--- src/rtl/vga_timing_pkg.sv ---
// rtl/vga_timing_pkg.sv - VGA timing constants shared by the sync generator and decoder
package vga_timing_pkg;

   localparam int CNT_W         = 12;
   localparam int TOTAL_WIDTH   = 800;
   localparam int TOTAL_HEIGHT  = 525;
   localparam int ACTIVE_WIDTH  = 640;
   localparam int ACTIVE_HEIGHT = 480;
   localparam int H_SYNC_START  = 681;
   localparam int V_SYNC_START  = 501;
   localparam int LOCK_FRAMES   = 2;
   localparam logic SYNC_ACTIVE = 1'b1;

   localparam logic [CNT_W-1:0] CNT_MAX = '1;

   typedef enum logic [1:0] {
      ST_SEARCH = 2'd0,
      ST_TRACK  = 2'd1,
      ST_LOCKED = 2'd2
   } sync_state_t;

   function automatic logic [CNT_W-1:0] sat_inc(input logic [CNT_W-1:0] value);
      return (value == CNT_MAX) ? value : value + 1'b1;
   endfunction

endpackage

--- src/rtl/vga_sync_edge.sv ---
// rtl/vga_sync_edge.sv - two-flop synchroniser with registered asserted-edge detect
// The edge pulse appears three clocks after the input reaches the asserted level.
module vga_sync_edge
   import vga_timing_pkg::*;
#(
   parameter logic ACTIVE_LEVEL = SYNC_ACTIVE
)
(
   input  logic i_Clk,
   input  logic i_Rst,
   input  logic sync,
   output logic sync_edge
);

   logic r_Meta;
   logic r_Sync;
   logic r_Prev;

   always_ff @(posedge i_Clk) begin
      if (i_Rst) begin
         r_Meta    <= ~ACTIVE_LEVEL;
         r_Sync    <= ~ACTIVE_LEVEL;
         r_Prev    <= ~ACTIVE_LEVEL;
         sync_edge <= 1'b0;
      end else begin
         r_Meta    <= sync;
         r_Sync    <= r_Meta;
         r_Prev    <= r_Sync;
         sync_edge <= (r_Sync == ACTIVE_LEVEL) && (r_Prev != ACTIVE_LEVEL);
      end
   end

endmodule

--- src/rtl/vga_sync_decoder.sv ---
// rtl/vga_sync_decoder.sv - measures HSync/VSync timing, locks, and regenerates pixel position
// Column/row free-run in every state; the lock FSM only gates the qualified outputs.
module vga_sync_decoder #(
   parameter int   TOTAL_WIDTH   = vga_timing_pkg::TOTAL_WIDTH,
   parameter int   TOTAL_HEIGHT  = vga_timing_pkg::TOTAL_HEIGHT,
   parameter int   ACTIVE_WIDTH  = vga_timing_pkg::ACTIVE_WIDTH,
   parameter int   ACTIVE_HEIGHT = vga_timing_pkg::ACTIVE_HEIGHT,
   parameter int   H_SYNC_START  = vga_timing_pkg::H_SYNC_START,
   parameter int   V_SYNC_START  = vga_timing_pkg::V_SYNC_START,
   parameter logic SYNC_ACTIVE   = vga_timing_pkg::SYNC_ACTIVE,
   parameter int   LOCK_FRAMES   = vga_timing_pkg::LOCK_FRAMES
)
(
   input  logic                             i_Clk,
   input  logic                             i_Rst,
   input  logic                             i_HSync,
   input  logic                             i_VSync,
   output logic [vga_timing_pkg::CNT_W-1:0] o_Col,
   output logic [vga_timing_pkg::CNT_W-1:0] o_Row,
   output logic                             o_Active,
   output logic                             o_Frame_Start,
   output logic                             o_Locked,
   output logic [vga_timing_pkg::CNT_W-1:0] o_Line_Len,
   output logic                             o_Error
);

   import vga_timing_pkg::*;

   localparam logic [CNT_W-1:0] LINE_LEN    = CNT_W'(TOTAL_WIDTH);
   localparam logic [CNT_W-1:0] FRAME_LINES = CNT_W'(TOTAL_HEIGHT);
   localparam logic [CNT_W-1:0] COL_LAST    = CNT_W'(TOTAL_WIDTH - 1);
   localparam logic [CNT_W-1:0] ROW_LAST    = CNT_W'(TOTAL_HEIGHT - 1);
   localparam logic [CNT_W-1:0] ACT_W       = CNT_W'(ACTIVE_WIDTH);
   localparam logic [CNT_W-1:0] ACT_H       = CNT_W'(ACTIVE_HEIGHT);
   localparam logic [CNT_W-1:0] HS_LOAD     = CNT_W'(H_SYNC_START);
   localparam logic [CNT_W-1:0] VS_LOAD     = CNT_W'(V_SYNC_START);
   localparam logic [CNT_W-1:0] TIMEOUT_CNT = CNT_W'(2 * TOTAL_WIDTH);
   localparam logic [3:0]       LOCK_CNT    = 4'(LOCK_FRAMES);

   logic             hs_edge;
   logic             vs_edge;
   logic [CNT_W-1:0] r_HCnt;
   logic [CNT_W-1:0] r_VCnt;
   logic             r_Lines_Ok;
   logic [CNT_W-1:0] line_len_next;
   logic [CNT_W-1:0] frame_lines;
   logic             line_ok;
   logic             frame_good;
   logic             timeout;
   logic             col_wrap;
   logic             lock_loss;

   sync_state_t      r_State;
   sync_state_t      next_state;
   logic [3:0]       r_Good_Cnt;
   logic [3:0]       good_cnt_next;
   logic             error_next;
   logic             locked_next;

   vga_sync_edge #(.ACTIVE_LEVEL(SYNC_ACTIVE)) u_hs_edge (
      .i_Clk     (i_Clk),
      .i_Rst     (i_Rst),
      .sync      (i_HSync),
      .sync_edge (hs_edge)
   );

   vga_sync_edge #(.ACTIVE_LEVEL(SYNC_ACTIVE)) u_vs_edge (
      .i_Clk     (i_Clk),
      .i_Rst     (i_Rst),
      .sync      (i_VSync),
      .sync_edge (vs_edge)
   );

   // A line ending on the same cycle as VSync belongs to the frame that is closing.
   assign line_len_next = sat_inc(r_HCnt);
   assign line_ok       = (line_len_next == LINE_LEN);
   assign frame_lines   = hs_edge ? sat_inc(r_VCnt) : r_VCnt;
   assign frame_good    = r_Lines_Ok && (!hs_edge || line_ok) && (frame_lines == FRAME_LINES);
   assign timeout       = (r_HCnt >= TIMEOUT_CNT);
   assign col_wrap      = !hs_edge && (o_Col == COL_LAST);
   assign lock_loss     = timeout || (hs_edge && !line_ok) || (vs_edge && !frame_good);

   always_ff @(posedge i_Clk) begin
      if (i_Rst) begin
         r_HCnt     <= '0;
         r_VCnt     <= '0;
         r_Lines_Ok <= 1'b0;
         o_Line_Len <= '0;
      end else begin
         if (hs_edge) begin
            r_HCnt     <= '0;
            o_Line_Len <= line_len_next;
         end else begin
            r_HCnt     <= line_len_next;
         end
         if (vs_edge) begin
            r_VCnt     <= '0;
            r_Lines_Ok <= 1'b1;
         end else if (hs_edge) begin
            r_VCnt <= sat_inc(r_VCnt);
            if (!line_ok) begin
               r_Lines_Ok <= 1'b0;
            end
         end
      end
   end

   always_ff @(posedge i_Clk) begin
      if (i_Rst) begin
         o_Col <= '0;
         o_Row <= '0;
      end else begin
         if (hs_edge) begin
            o_Col <= HS_LOAD;
         end else if (o_Col == COL_LAST) begin
            o_Col <= '0;
         end else begin
            o_Col <= o_Col + 1'b1;
         end
         if (vs_edge) begin
            o_Row <= VS_LOAD;
         end else if (col_wrap) begin
            o_Row <= (o_Row == ROW_LAST) ? '0 : o_Row + 1'b1;
         end
      end
   end

   always_ff @(posedge i_Clk) begin
      if (i_Rst) begin
         r_State    <= ST_SEARCH;
         r_Good_Cnt <= '0;
         o_Locked   <= 1'b0;
         o_Error    <= 1'b0;
      end else begin
         r_State    <= next_state;
         r_Good_Cnt <= good_cnt_next;
         o_Locked   <= locked_next;
         o_Error    <= error_next;
      end
   end

   always_comb begin
      next_state    = r_State;
      good_cnt_next = r_Good_Cnt;
      case (r_State)
         ST_SEARCH: begin
            if (vs_edge) begin
               next_state    = ST_TRACK;
               good_cnt_next = '0;
            end
         end
         ST_TRACK: begin
            if (timeout) begin
               next_state = ST_SEARCH;
            end else if (vs_edge) begin
               if (frame_good) begin
                  good_cnt_next = 4'(r_Good_Cnt + 4'd1);
                  if (good_cnt_next == LOCK_CNT) begin
                     next_state = ST_LOCKED;
                  end
               end else begin
                  good_cnt_next = '0;
               end
            end
         end
         ST_LOCKED: begin
            if (lock_loss) begin
               next_state = ST_SEARCH;
            end
         end
         default: begin
            next_state = ST_SEARCH;
         end
      endcase
   end

   always_comb begin
      error_next  = (r_State == ST_LOCKED) && (next_state == ST_SEARCH);
      locked_next = (next_state == ST_LOCKED);
   end

   assign o_Active      = o_Locked && (o_Col < ACT_W) && (o_Row < ACT_H);
   assign o_Frame_Start = o_Locked && (o_Col == '0) && (o_Row == '0);

endmodule
--- config.mk ---
export PLATFORM = sky130hd
export DESIGN_NAME = vga_sync_decoder
export DESIGN_NICKNAME = d
export VERILOG_FILES = /design/src/rtl/vga_timing_pkg.sv /design/src/rtl/vga_sync_edge.sv /design/src/rtl/vga_sync_decoder.sv
export SDC_FILE = /design/constraint.sdc
export NUM_CORES = 1
export LEC_CHECK = 0
export CAP_MARGIN = 25
export CELL_PAD_IN_SITES_DETAIL_PLACEMENT = 0
export CELL_PAD_IN_SITES_GLOBAL_PLACEMENT = 1
export CORE_MARGIN = 1.5
export CORE_UTILIZATION = 42
export DETAILED_ROUTE_END_ITERATION = 12
export HOLD_SLACK_MARGIN = 0.15
export PLACE_DENSITY = 0.83
export SYNTH_ARGS = -nofsm -noshare
export SYNTH_HDL_FRONTEND = slang
export SYNTH_SLANG_ARGS = --single-unit
export TNS_END_PERCENT = 50
--- constraint.sdc ---
create_clock -name i_Clk -period 3.3 [get_ports i_Clk]
set_input_delay 0.66 -clock i_Clk [delete_from_list [all_inputs] [get_ports i_Clk]]
set_output_delay 0.66 -clock i_Clk [all_outputs]
set_load 0.005 [all_outputs]
==> flow_metrics.env <==
export IMPL_outcome="complete, no violations"
export IMPL_post_dp_hpwl_um=5780
export IMPL_synth_cell_types=55
export IMPL_drive_gt1_share_pct=6.97
export IMPL_synthFlopType="dfxtp_1"
export IMPL_drc_errors=0
export IMPL_drt_iter0_drc=117
export IMPL_grt_pass1_wl_um=13800
export IMPL_dieArea_um2=9380
export IMPL_fin_tns_setup_ns=0
export IMPL_wire_per_inst_um=13.6
export IMPL_finalWirelength_um=8130
export IMPL_worstPathRequired_ns=2.64
export IMPL_cts_setup_buffers=0
export IMPL_rows=34
export IMPL_syn_inst=445
export IMPL_coreArea_um2=8640
export IMPL_crit_type="flop to output port"
export IMPL_die_w_um=96.8
export IMPL_drt_first_pass_iters=5
export IMPL_globalRouteOverflowTotal=0
export IMPL_post_route_period_util_pct=85.0
export IMPL_io_buffers=43
export IMPL_slew_violations=0
export IMPL_synth_edf_count=0
export IMPL_timing_hold_ws_ns=0.385
export IMPL_synth_async_reset_ratio_pct=0
export IMPL_ir_drop_mv=0.260
export IMPL_yosys_area_top_type="dfxtp_1"
export IMPL_top_layer="met4"
export IMPL_grt_pass1_vias=2984
export IMPL_worstPathArrival_ns=2.14
export IMPL_cts_tree="done"
export IMPL_finalNetCount=496
export IMPL_synth_top_area_share_pct=41.7
export IMPL_track_usage_pct=17.6
export IMPL_place_gp_congestion=0.832
export IMPL_fin_skew_ns=0.0107
export IMPL_clk_pin_slew_ns=0.08
export IMPL_worst_slew_pin_slew_ns=0.755
export IMPL_timing_final_ws_setup_ns=0.496
export IMPL_slew_headroom_pct=49.3
export IMPL_start_util_pct=42.8
export IMPL_clk_latency_ns=0.35
export IMPL_cts_path_max_buffers=2
export IMPL_worst_path_max_fanout=5
export IMPL_synth_area_leaders="dfxtp_1 (42%), nor2_1 (6.7%), nand3_1 (3.9%), xnor2_1 (3.8%), a21oi_1 (3.4%)"
export IMPL_syn_area_per_cell_um2=8.31
export IMPL_maxCapViolCount=0
export IMPL_clock_sinks=77
export IMPL_setup_viol_count_final=0
export IMPL_via_per_inst=5.31
export IMPL_cts_resized=0
export IMPL_wl_met3_um=327
export IMPL_holdBufCountCts=0
export IMPL_seq_area_frac_synth_pct=41.7
export IMPL_critPathLaunchType="flop"
export IMPL_htreeDepth=3
export IMPL_dp_worst_setup_slack_ns=0.586
export IMPL_root_buffer="clkbuf_8"
export IMPL_drt_met1_wl_um=3940
export IMPL_layout_area_overhead_vs_synth_pct=20.2
export IMPL_syn_nets=458
export IMPL_diodes=0
export IMPL_cts_buffers=9
export IMPL_met2RoutedLength_um=3730
export IMPL_hold_viol_final=0
export IMPL_final_util_pct=51.5
export IMPL_io_pins=44
export IMPL_antenna_found_initial=0
export IMPL_chipHeight_um=96.8
export IMPL_multi_input_area_um2=1990
export IMPL_max_freq_mhz=357
export IMPL_fillCellCount=842
export IMPL_vias=3162
export IMPL_ys_ff_latch=77
export IMPL_power_density_nw_per_um2=435
export IMPL_rsz0062_at_grt="no"
export IMPL_hold_path_class="flop to flop"
export IMPL_synth_cell_area_um2=3700
export IMPL_register_area_um2=1540
export IMPL_end_kind="output port"
export IMPL_p_leak_uw=0.00145
export IMPL_grt_max_degree=39
export IMPL_ant_nets=0
export IMPL_finalCriticalPeriod_ns=2.80
export IMPL_yosys_warnings=0
[kinds of logic (layout without fill, tap and decap cells)]
| logic type | after synthesis | after routing | synth area share (%) |
|---|---|---|---|
| compound gates | 71 | 71 | 13.2 |
| xor+xnor | 26 | 26 | 6.16 |
| fa+ha+maj | 9 | 9 | 3.04 |
| buf+inv | 41 | 84 | 4.50 |
| flops | 77 | 77 | 41.7 |
| mux | 9 | 9 | 2.47 |
| simple gates | 212 | 212 | 28.9 |
[synthesized netlist by cell type, drive strengths merged, types with 2 or more instances]
master,n
dfxtp,77
nor2,66
nand2,34
nand3,30
a21oi,25
inv,21
nor3,21
xnor2,16
nor2b,14
clkbuf,12
nand4,12
o21ai,10
xor2,10
a211oi,9
ha,9
buf,8
mux2i,8
nor4,7
o211ai,5
and4,4
nor4b,4
o22ai,4
and3,3
o31ai,3
o41ai,3
or2,3
or4,3
a21o,2
a31o,2
a31oi,2
and2,2
nand2b,2
nor3b,2
or3,2
[final cells by class]
type / count / area share [%]
Sequential cell: 77 / 34.7
Inverter: 21 / 1.77
Tap cell: 108 / 3.04
Timing Repair Buffer: 47 / 10.4
Clock buffer: 10 / 2.87
Clock inverter: 6 / 2.50
Multi-Input combinational cell: 327 / 44.8
[layout by cell type, fill, tap and decap left out, types with 4 or more instances in the layout]
master / instances
a211oi_1: 8
a21oi_1: 25
and4_1: 4
buf_4: 4
clkbuf_8: 9
clkdlybuf4s50_1: 43
dfxtp_1: 77
ha_1: 9
inv_1: 21
mux2i_1: 8
nand2_1: 33
nand3_1: 29
nand4_1: 12
nor2_1: 66
nor2b_1: 14
nor3_1: 19
nor4_1: 6
nor4b_1: 4
o211ai_1: 5
o21ai_0: 10
o22ai_1: 4
xnor2_1: 16
xor2_1: 10
[path summary, 6_finish.rpt]
check                              startpoint                        endpoint  slack (ns)  depth (start not counted)
hold / removal    u_hs_edge.r_Prev$_SDFF_PP0_  u_hs_edge.sync_edge$_SDFF_PP0_        0.38                          1
hold reg to reg   u_hs_edge.r_Prev$_SDFF_PP0_  u_hs_edge.sync_edge$_SDFF_PP0_        0.38                          1
setup reg to reg         r_HCnt[0]$_SDFF_PP0_           r_State[0]$_SDFF_PP0_        0.50                          8
setup / recovery          o_Col[0]$_SDFF_PP0_                   o_Frame_Start        0.50                          6
[worst max-delay path, cell delays in order, from the launching register on]
cell and delay, ns:
dfxtp_1 0.36, inv_1 0.07, ha_1 0.17, nor4b_1 0.24, nand3_1 0.11, nor4_1 0.31
clkdlybuf4s50_1 0.56
[where the power goes]
group,total [µW],internal [µW],switching (µW)
Clock,857,503,354
Sequential,970,948,22.4
Combinational,109,52.8,55.7
Total,1940,1500,433
[sequential cells by signal, summed over array words and instances, names as in the netlist]
register             count
u_hs_edge.r_Meta         1
o_Row                   12
r_Good_Cnt               4
o_Locked                 1
o_Line_Len              12
r_VCnt                  12
r_State                  2
o_Error                  1
u_hs_edge.r_Sync         1
o_Col                   12
u_vs_edge.r_Prev         1
r_HCnt                  12
u_hs_edge.sync_edge      1
u_vs_edge.r_Sync         1
u_vs_edge.sync_edge      1
u_hs_edge.r_Prev         1
r_Lines_Ok               1
u_vs_edge.r_Meta         1
[per-stage QoR]
stage          instances  power [µW]  cell area (µm²)
3_3_place_gp         580        1100             4210
4_1_cts              596        1950             4450
5_1_grt              596        2010             4450
6_report             596        1940             4450
3_5_place_dp         580        1100             4210
2_1_floorplan        445        1060             3700
[metal layers]
metal / vias to the layer above / GRT usage, %
met1: 1436 / 22.8
met4: 0 / 7.25
li1: 1645 / -
met3: 12 / 3.32
met2: 69 / 28.9
met5: - / 0
No activity file was read; power rests on OpenSTA's default activity.
